===== src/rtl/vga_timing_pkg.sv =====
`default_nettype none
// ============================================================================
// Module   : vga_timing_pkg
// Brief    : 800x600@60 timing defaults and the line-fetch FSM state type.
// Revision : 1.0 - initial release
// ============================================================================
package vga_timing_pkg;

  localparam int C_H_VISIBLE = 800;
  localparam int C_H_FRONT   = 40;
  localparam int C_H_SYNC    = 128;
  localparam int C_H_BACK    = 88;

  localparam int C_V_VISIBLE = 600;
  localparam int C_V_FRONT   = 1;
  localparam int C_V_SYNC    = 4;
  localparam int C_V_BACK    = 23;

  typedef enum logic [0:0] {
    F_IDLE = 1'b0,
    F_REQ  = 1'b1
  } fetch_state_t;

endpackage
`default_nettype wire


===== src/rtl/vga_axis_counter.sv =====
`default_nettype none
// ============================================================================
// Module   : vga_axis_counter
// Brief    : One timing axis: wrapping counter plus flags for its next value.
// Revision : 1.0 - initial release
// ============================================================================
module vga_axis_counter #(
  parameter int VISIBLE = 800,
  parameter int FRONT   = 40,
  parameter int SYNC    = 128,
  parameter int BACK    = 88,
  parameter int W       = 11
) (
  input  logic         clk,
  input  logic         rst_n,
  input  logic         i_clr,
  input  logic         i_adv,
  output logic [W-1:0] o_count,
  output logic [W-1:0] o_next,
  output logic         o_next_visible,
  output logic         o_next_sync,
  output logic         o_terminal
);

  localparam int           C_TOTAL      = VISIBLE + FRONT + SYNC + BACK;
  localparam logic [W-1:0] C_LAST       = W'(C_TOTAL - 1);
  localparam logic [W-1:0] C_ONE        = W'(1);
  localparam logic [W-1:0] C_VIS        = W'(VISIBLE);
  localparam logic [W-1:0] C_SYNC_START = W'(VISIBLE + FRONT);
  localparam logic [W-1:0] C_SYNC_END   = W'(VISIBLE + FRONT + SYNC);

  logic [W-1:0] r_count;
  logic [W-1:0] w_next;
  logic         w_terminal;

  assign w_terminal = (r_count == C_LAST);

  always_comb begin
    w_next = r_count;
    if (i_clr) begin
      w_next = '0;
    end else if (i_adv) begin
      w_next = w_terminal ? '0 : r_count + C_ONE;
    end
  end

  always_ff @(posedge clk or negedge rst_n) begin
    if (!rst_n) begin
      r_count <= '0;
    end else begin
      r_count <= w_next;
    end
  end

  // Flags describe the value about to be loaded so the parent can register them alongside it
  assign o_count        = r_count;
  assign o_next         = w_next;
  assign o_terminal     = w_terminal;
  assign o_next_visible = (w_next < C_VIS);
  assign o_next_sync    = (w_next >= C_SYNC_START) && (w_next < C_SYNC_END);

endmodule
`default_nettype wire


===== src/rtl/vga_timing_ctrl.sv =====
`default_nettype none
// ============================================================================
// Module   : vga_timing_ctrl
// Brief    : VGA sync/DE/coordinate generator with per-line fetch scheduling
//            and a sticky underrun flag.
// Revision : 1.0 - initial release
// ============================================================================
module vga_timing_ctrl
  import vga_timing_pkg::*;
#(
  parameter int H_VISIBLE = C_H_VISIBLE,
  parameter int H_FRONT   = C_H_FRONT,
  parameter int H_SYNC    = C_H_SYNC,
  parameter int H_BACK    = C_H_BACK,
  parameter int V_VISIBLE = C_V_VISIBLE,
  parameter int V_FRONT   = C_V_FRONT,
  parameter int V_SYNC    = C_V_SYNC,
  parameter int V_BACK    = C_V_BACK,
  parameter bit HSYNC_POL = 1'b1,
  parameter bit VSYNC_POL = 1'b1,
  parameter int HW        = 11,
  parameter int VW        = 10
) (
  input  logic          clk,
  input  logic          rst_n,
  input  logic          enable,
  input  logic          fetch_ack,
  input  logic          underrun_clr,
  output logic          hsync,
  output logic          vsync,
  output logic          de,
  output logic [HW-1:0] x,
  output logic [VW-1:0] y,
  output logic          line_start,
  output logic          frame_start,
  output logic          fetch_req,
  output logic [VW-1:0] fetch_line,
  output logic          underrun
);

  localparam logic [HW-1:0] C_H_ISSUE = HW'(H_VISIBLE);
  localparam logic [VW-1:0] C_V_VIS   = VW'(V_VISIBLE);
  localparam logic [VW-1:0] C_V_ONE   = VW'(1);

  logic          r_running;
  logic          w_run;
  logic [HW-1:0] w_h_count, w_h_next;
  logic [VW-1:0] w_v_count, w_v_next;
  logic          w_h_vis, w_h_sync, w_h_tc;
  logic          w_v_vis, w_v_sync, w_v_tc;
  logic          w_wrap, w_issue, w_set;
  logic [VW-1:0] w_line_n;
  fetch_state_t  r_state, w_state_nxt;
  logic [VW-1:0] r_fetch_line;
  logic          r_underrun, r_de, r_hsync, r_vsync, r_line_start, r_frame_start;

  // The first enabled cycle only restarts at (0,0); counting starts the cycle after
  assign w_run = enable & r_running;

  vga_axis_counter #(
    .VISIBLE(H_VISIBLE), .FRONT(H_FRONT), .SYNC(H_SYNC), .BACK(H_BACK), .W(HW)
  ) u_h_axis (
    .clk            (clk),
    .rst_n          (rst_n),
    .i_clr          (~enable),
    .i_adv          (w_run),
    .o_count        (w_h_count),
    .o_next         (w_h_next),
    .o_next_visible (w_h_vis),
    .o_next_sync    (w_h_sync),
    .o_terminal     (w_h_tc)
  );

  vga_axis_counter #(
    .VISIBLE(V_VISIBLE), .FRONT(V_FRONT), .SYNC(V_SYNC), .BACK(V_BACK), .W(VW)
  ) u_v_axis (
    .clk            (clk),
    .rst_n          (rst_n),
    .i_clr          (~enable),
    .i_adv          (w_run & w_h_tc),
    .o_count        (w_v_count),
    .o_next         (w_v_next),
    .o_next_visible (w_v_vis),
    .o_next_sync    (w_v_sync),
    .o_terminal     (w_v_tc)
  );

  assign w_wrap   = w_run & w_h_tc;
  assign w_line_n = w_v_tc ? '0 : w_v_count + C_V_ONE;
  assign w_issue  = w_run & (w_h_next == C_H_ISSUE) & (w_line_n < C_V_VIS);

  // An ack landing on the deadline edge wins over the underrun
  always_comb begin
    w_state_nxt = r_state;
    w_set       = 1'b0;
    if (!enable) begin
      w_state_nxt = F_IDLE;
    end else if (r_state == F_REQ) begin
      if (fetch_ack) begin
        w_state_nxt = F_IDLE;
      end else if (w_wrap) begin
        w_state_nxt = F_IDLE;
        w_set       = 1'b1;
      end
    end else if (w_issue) begin
      w_state_nxt = F_REQ;
    end
  end

  always_ff @(posedge clk or negedge rst_n) begin
    if (!rst_n) begin
      r_running     <= 1'b0;
      r_state       <= F_IDLE;
      r_fetch_line  <= '0;
      r_underrun    <= 1'b0;
      r_de          <= 1'b0;
      r_hsync       <= ~HSYNC_POL;
      r_vsync       <= ~VSYNC_POL;
      r_line_start  <= 1'b0;
      r_frame_start <= 1'b0;
    end else begin
      r_running <= enable;
      r_state   <= w_state_nxt;
      if ((r_state == F_IDLE) && (w_state_nxt == F_REQ)) begin
        r_fetch_line <= w_line_n;
      end
      if (w_set) begin
        r_underrun <= 1'b1;
      end else if (underrun_clr) begin
        r_underrun <= 1'b0;
      end
      r_de          <= enable & w_h_vis & w_v_vis;
      r_hsync       <= (enable & w_h_sync) ? HSYNC_POL : ~HSYNC_POL;
      r_vsync       <= (enable & w_v_sync) ? VSYNC_POL : ~VSYNC_POL;
      r_line_start  <= enable & (w_h_next == '0);
      r_frame_start <= enable & (w_h_next == '0) & (w_v_next == '0);
    end
  end

  assign hsync       = r_hsync;
  assign vsync       = r_vsync;
  assign de          = r_de;
  assign x           = w_h_count;
  assign y           = w_v_count;
  assign line_start  = r_line_start;
  assign frame_start = r_frame_start;
  assign fetch_req   = (r_state == F_REQ);
  assign fetch_line  = r_fetch_line;
  assign underrun    = r_underrun;

endmodule
`default_nettype wire


===== config.mk =====
export PLATFORM = sky130hd
export DESIGN_NAME = vga_timing_ctrl
export DESIGN_NICKNAME = d
export VERILOG_FILES = /design/src/rtl/vga_timing_pkg.sv /design/src/rtl/vga_axis_counter.sv /design/src/rtl/vga_timing_ctrl.sv
export SDC_FILE = /design/constraint.sdc
export NUM_CORES = 1
export LEC_CHECK = 0
export BUFFER_PORTS_ARGS = -buffer_cell sky130_fd_sc_hd__buf_2
export CAP_MARGIN = 20
export CORE_AREA = 10 10 76 78
export DETAILED_ROUTE_END_ITERATION = 10
export DIE_AREA = 0 0 86 88
export PLACE_DENSITY = 0.81
export SLEW_MARGIN = 0
export SYNTH_ARGS = -nofsm -noshare
export SYNTH_HDL_FRONTEND = slang
export SYNTH_SLANG_ARGS = --single-unit
export TNS_END_PERCENT = 30

===== constraint.sdc =====
create_clock -name clk -period 4.6 [get_ports clk]
set_clock_uncertainty 0.1 [all_clocks]
set_input_delay 0.92 -clock clk [delete_from_list [all_inputs] [get_ports clk]]
set_output_delay 0.92 -clock clk [all_outputs]
set_load 0.005 [all_outputs]

Word level (Yosys, flattened, before mapping) --
Cells that the tools add are included.
Word-level totals: register bits 39, input bits 5, output and inout bits 38, logic and storage cells 59
Cells by class: $add $sub $neg 2, magnitude comparators 7, eq/ne operators 3, muxes and demuxes 19, bitwise gates (word level) 11, reductions and logical operators 6
Operator list (count):
- two-way mux 11 bit | 3
- less-than comparator 10 bit, second input constant | 3
- two-way mux 10 bit | 3
- less-than comparator 11 x 10 -> 1 bit, second input constant | 2
- two-way mux 1 bit | 13
- adder 11 x 1 -> 11 bit, second input constant | 1
- equality test 11 x 10 -> 1 bit, second input constant | 1
- equality test 11 bit, second input constant | 1
- >= comparator 11 x 10 -> 1 bit, second input constant | 1
- logical NOT 11 bit | 1
- adder 10 x 1 -> 10 bit, second input constant | 1
- AND 1 bit | 10
- equality test 10 bit, second input constant | 1
- >= comparator 10 bit, second input constant | 1
- logical NOT 10 bit | 1
- logical AND 1 bit | 3
- nonzero test 2 bit | 1
- NOT 1 bit | 1

Logic depth before layout (Yosys ltp) --
depth after elaboration 11, gate-level depth with buffers 10, gate-level depth less buffers 8

Cells and area by module --
A second synthesis with hierarchy kept.
Unflattened totals: cells, all modules 257, area total of the unflattened synthesis 2452.4 um^2
Modules (own cells, without submodules):
- vga_timing_ctrl | times used 1, cells each 97, area each 1027.2 um^2
- vga_axis_counter at u_h_axis | times used 1, cells each 79, area each 725.7 um^2
- vga_axis_counter at u_v_axis | times used 1, cells each 81, area each 699.4 um^2

Worst setup path before layout --
Ideal clock, no wire load.
path type input to register, start point input enable, end point register r_fetch_line[2] (netlist: fetch_line[2]), library setup time 0.125 ns, arrival 2.640 ns, required time 4.375 ns, slack 1.735 ns, stages on the path 8, buffers on the path 1, cells stage by stage nand2_1 > nor4_1 > xnor2_1 > or4b_4 > nor2_2 > and4_4 > buf_12 > mux2_4
On the way: longest elaborated chain between the ends 10, elaborated cells between the ends (all ways) 13, classes of those cells eq/ne: 1; mux: 7; bitwise: 4; reduce/logical: 1
Ends and longest elaborated chain:
- start, declared | RTL line vga_timing_ctrl.sv:26 | input logic enable,
- AND 1 bit | RTL line vga_timing_ctrl.sv:58 | assign w_run = enable & r_running;
- two-way mux 11 bit | RTL line vga_axis_counter.sv:42 | end else if (i_adv) begin
- two-way mux 11 bit | RTL line vga_axis_counter.sv:40 | if (i_clr) begin
- equality test 11 x 10 -> 1 bit | RTL line vga_timing_ctrl.sv:90 | assign w_issue = w_run & (w_h_next == C_H_ISSUE) & (w_line_n < C_V_VIS);
- AND 1 bit (2 in series) | RTL line vga_timing_ctrl.sv:90
- two-way mux 1 bit | RTL line vga_timing_ctrl.sv:105 | end else if (w_issue) begin
- two-way mux 1 bit | RTL line vga_timing_ctrl.sv:98 | end else if (r_state == F_REQ) begin
- two-way mux 1 bit (*) | RTL line vga_timing_ctrl.sv:96 | if (!enable) begin
- logical AND 1 bit (*) | RTL line vga_timing_ctrl.sv:124 | if ((r_state == F_IDLE) && (w_state_nxt == F_REQ)) begin
- end signal, assigned | RTL line vga_timing_ctrl.sv:125 | r_fetch_line <= w_line_n;
- end, declared | RTL line vga_timing_ctrl.sv:54 | logic [VW-1:0] r_fetch_line;
Every way passes the cells marked *; elsewhere a longest branch is shown, timed or not. A chain may end at the register's enable or synchronous reset.

Final worst setup path --
start point input enable, end point register r_fetch_line[0] (netlist: fetch_line[0])
Same word-level chain as after synthesis.

==> summary by stage <==
Power
The analysis attributes to cell leakage a power of 1.311 nW. The power per cell area is 231.6 mW/mm^2. The maximum resistive drop on vdd is 0.0002033 V.

Setup path
The reg2reg setup slack is 1440 ps. The terminus of the critical flop-to-flop path is fetch_line[0]. The worst setup path is of the primary input to flop kind. The data arrival time at the worst-slack endpoint is 3250 ps.

The highest net fanout along the worst path is 23. Data on the critical path is required at its endpoint by 4680 ps. The reg-to-reg critical path startpoint is u_h_axis.o_count[0].

The worst setup path is captured at a flop. STA classifies the critical path startpoint as a primary input. The cell depth of the worst flop-to-flop path is 8.

Yosys
Counting flops with a built-in enable in the synthesized netlist gives 0. The synthesized design contains 39 register bits. When the netlist entered floorplanning its net count stood at 266.

The synthesized area per cell is 9.560 sq um. The area share of the largest cell type after synthesis is 39.41%. Summing the sequential cell areas from Yosys gives 39.41% of the chip area. The number of unique standard cell types used by synthesis is 63. The synthesized area is 0.002476 sq mm. After synthesis, the share of flip-flops with an asynchronous set or reset is 100.0%. Summed over all instances, the cell type with the most area after synthesis is sky130_fd_sc_hd__dfrtp_1. The cell count after synthesis is 259. The count of warnings emitted by yosys is 0.

The most used flip-flop cell after synthesis is sky130_fd_sc_hd__dfrtp_1. After synthesis, the cell types taking the most area are sky130_fd_sc_hd__dfrtp_1 (39%), sky130_fd_sc_hd__mux2_4 (4.9%), sky130_fd_sc_hd__xnor2_1 (4.2%).

Routing
For this block, the routed nets add up to 6.046 mm of wire. The average routed wire per standard cell is 17.58 um. The first-pass iteration count of the detailed router is 4. The remaining design rule violation count is 0. For this block, the initial DRC count from the detailed router was 161. Dividing the detail-routed via count by the number of cells gives 6.125. The detail route stage leaves a number of antenna-violating nets equal to 0. The vias after detailed routing is 2107.

Clock tree
The count of cells resized by post-cts repair is 0. The number of buffers inserted by hold repair at cts is 0. The TritonCTS clock tree is built.

The clock drives 39 sinks. CTS built an H-tree with a depth of 2. The clock-pin slew reported for the worst setup and hold paths after clock tree synthesis is 70 ps.

Clock latency on the worst-skew pair, taken at its later pin, is 300 ps. The maximum number of buffers from clock root to sink is 2. The total CTS buffers is 5. The cell at the root of the clock tree is sky130_fd_sc_hd__clkbuf_8. In this run the post-CTS setup repair buffer count came out at 0.

GRT
The initial antenna violation count is 0. The overall fraction of global-route tracks in use is 16.81%. The via count of the first global-routing pass is 2119. After global routing the overflow that remains totals 0. The first global-routing pass estimated 10.25 mm of wire. The pin count of the biggest net entering global routing is 40.

STA
Static timing analysis puts the maximum clock frequency at 316.1 MHz. Setup repair after global routing left no endpoint under its margin. Setup violations remaining at the end of the flow were counted as 0. The final count of pins violating max slew is 0. The final critical path time including I/O delays and setup is 3163 ps. The part of the cycle the worst path needs is 68.77%. The final hold violation count is 0.

At the pin with the least slew margin, the transition time is 853.7 ps. For the final routed database, the setup TNS stands at 0 ps. Measured against its own limit, the worst slew margin works out to 43.09%.

Layout
In the final layout, the share of cells above drive strength 1 is 26.71%. 0 antenna diodes ended up in the layout. The layout has 378 filler cells.

Excluding fillers, the count of instances in the completed layout stands at 344. From synthesis to final layout, the design area changed by 10.11%. The number of flip-flops under the largest register name is 11. The final-stage net count is 298.

Min path
The worst hold endpoint is fetch_line[6]. The worst hold path begins at fetch_line[6]. Counting instances, the worst hold path has a depth of 1. In this run the worst hold path is classified as flop to flop.

Flow run
Across the run, the number of max-cap violations was 0.

Floorplan
The horizontal die dimension is 86 um. 43 I/O pins were placed. The initial core utilization is 57.66%.

The y dimension of the die is 88 um. The region available for standard cell placement spans 0.004294 sq mm. The initialized floorplan defines 24 standard-cell rows. The die outline area is 0.007568 sq mm.

Placed design
The placer's final routability congestion estimate is 0.9538. The number of port buffers is 42. The placed instance count is 336. After legalization and detailed placement, the total HPWL measured 4.481 mm.

Run status
The flow ran to the end, and the final reports show no timing, DRC or antenna violations.
layout by cell type (no fill, tap or decap), drive strengths merged, types with 3 or more instances in the layout:
cell / Yosys / final
a21o: 3 / 3
a21oi: 8 / 8
a31oi: 3 / 3
and2: 3 / 3
and4: 4 / 4
buf: 9 / 42
clkbuf: 8 / 5
clkinv: 0 / 3
dfrtp: 39 / 39
inv: 12 / 12
mux2: 9 / 9
mux2i: 4 / 4
nand2: 23 / 23
nand2b: 5 / 5
nand3: 13 / 13
nand4: 6 / 6
nor2: 21 / 21
nor3: 9 / 9
nor4: 8 / 8
o21ai: 12 / 12
o31ai: 4 / 4
or4: 3 / 3
xnor2: 12 / 12
xor2: 6 / 6
final cells by class:
class / count / area, sq um / area share [%]
Timing Repair Buffer: 42 / 210.2 / 7.710
Multi-Input combinational cell: 191 / 1346 / 49.38
Clock inverter: 3 / 15.01 / 0.5507
Sequential cell: 39 / 975.9 / 35.80
Clock buffer: 5 / 68.82 / 2.524
Tap cell: 52 / 65.06 / 2.386
Inverter: 12 / 45.04 / 1.652
per-layer routing:
metal	wire length [um]	vias up	share of wire (%)	global-route usage (%)
met5	0	-	0	0
met4	171	0	2.8	9.431
met3	423	16	7.0	5.478
met2	2871	77	47	26.17
met1	2579	1007	43	20.07
li1	-	1007	-	-
how the worst max path moves through the flow:
stage,from,endpoint,slack [ps],depth (start not counted)
global placement,enable,fetch_line[0],1220,8
CTS,enable,fetch_line[0],1470,8
finish,enable,fetch_line[0],1440,8
detailed placement,enable,fetch_line[0],1140,8
floorplan,enable,fetch_line[2],1740,8
global route,u_v_axis.o_count[0],de,1250,8
synthesized netlist by cell type, types with 6 or more instances:
| master | n |
|---|---|
| sky130_fd_sc_hd__a21oi_1 | 8 |
| sky130_fd_sc_hd__xnor2_1 | 12 |
| sky130_fd_sc_hd__dfrtp_1 | 39 |
| sky130_fd_sc_hd__nor2_1 | 20 |
| sky130_fd_sc_hd__nand3_1 | 12 |
| sky130_fd_sc_hd__clkbuf_1 | 7 |
| sky130_fd_sc_hd__o21ai_0 | 12 |
| sky130_fd_sc_hd__inv_1 | 12 |
| sky130_fd_sc_hd__xor2_1 | 6 |
| sky130_fd_sc_hd__nor4_1 | 7 |
| sky130_fd_sc_hd__nand2_1 | 21 |
| sky130_fd_sc_hd__mux2_4 | 8 |
| sky130_fd_sc_hd__nor3_1 | 7 |
worst max-delay path, cell delays in order:
cell and delay (ps):
sky130_fd_sc_hd__buf_2 340, sky130_fd_sc_hd__nand2_2 130, sky130_fd_sc_hd__nor4_4 320, sky130_fd_sc_hd__xnor2_1 160
sky130_fd_sc_hd__or4b_4 520, sky130_fd_sc_hd__nor2_2 110, sky130_fd_sc_hd__and4_4 380, sky130_fd_sc_hd__mux2_2 360
stage by stage:
stage                     power [mW]  hold slack (ps)  instance area, sq um  setup slack (ps)  utilization [%]
final                         0.6314            410.2                  2726              1437            63.49
after global routing          0.6560            427.5                  2726              1249            63.49
after CTS                     0.6397            416.1                  2726              1467            63.49
after detailed placement      0.4114            398.5                  2643              1141            61.54
after global placement        0.4103            395.1                  2643              1218            61.54
after floorplan               0.3888            405.3                  2476              1735                -
where the power goes:
part           switching, mW  internal, mW
logic                 0.0286        0.0157
registers             0.0103         0.349
clock network          0.124         0.104
logic make-up (layout without fill, tap and decap cells):
kind of cell / count (synthesis) / after routing / synth area share [%]
AO/OA/AOI/OAI: 50 / 50 / 14.30
XOR/XNOR: 18 / 18 / 6.367
adder cells (fa/ha/maj): 2 / 2 / 1.010
buffers and inverters: 29 / 62 / 6.215
flip-flops: 39 / 39 / 39.41
multiplexers: 13 / 13 / 6.923
AND/OR/NAND/NOR: 108 / 108 / 25.77
Note: power is estimated with default switching activity, not from simulation.
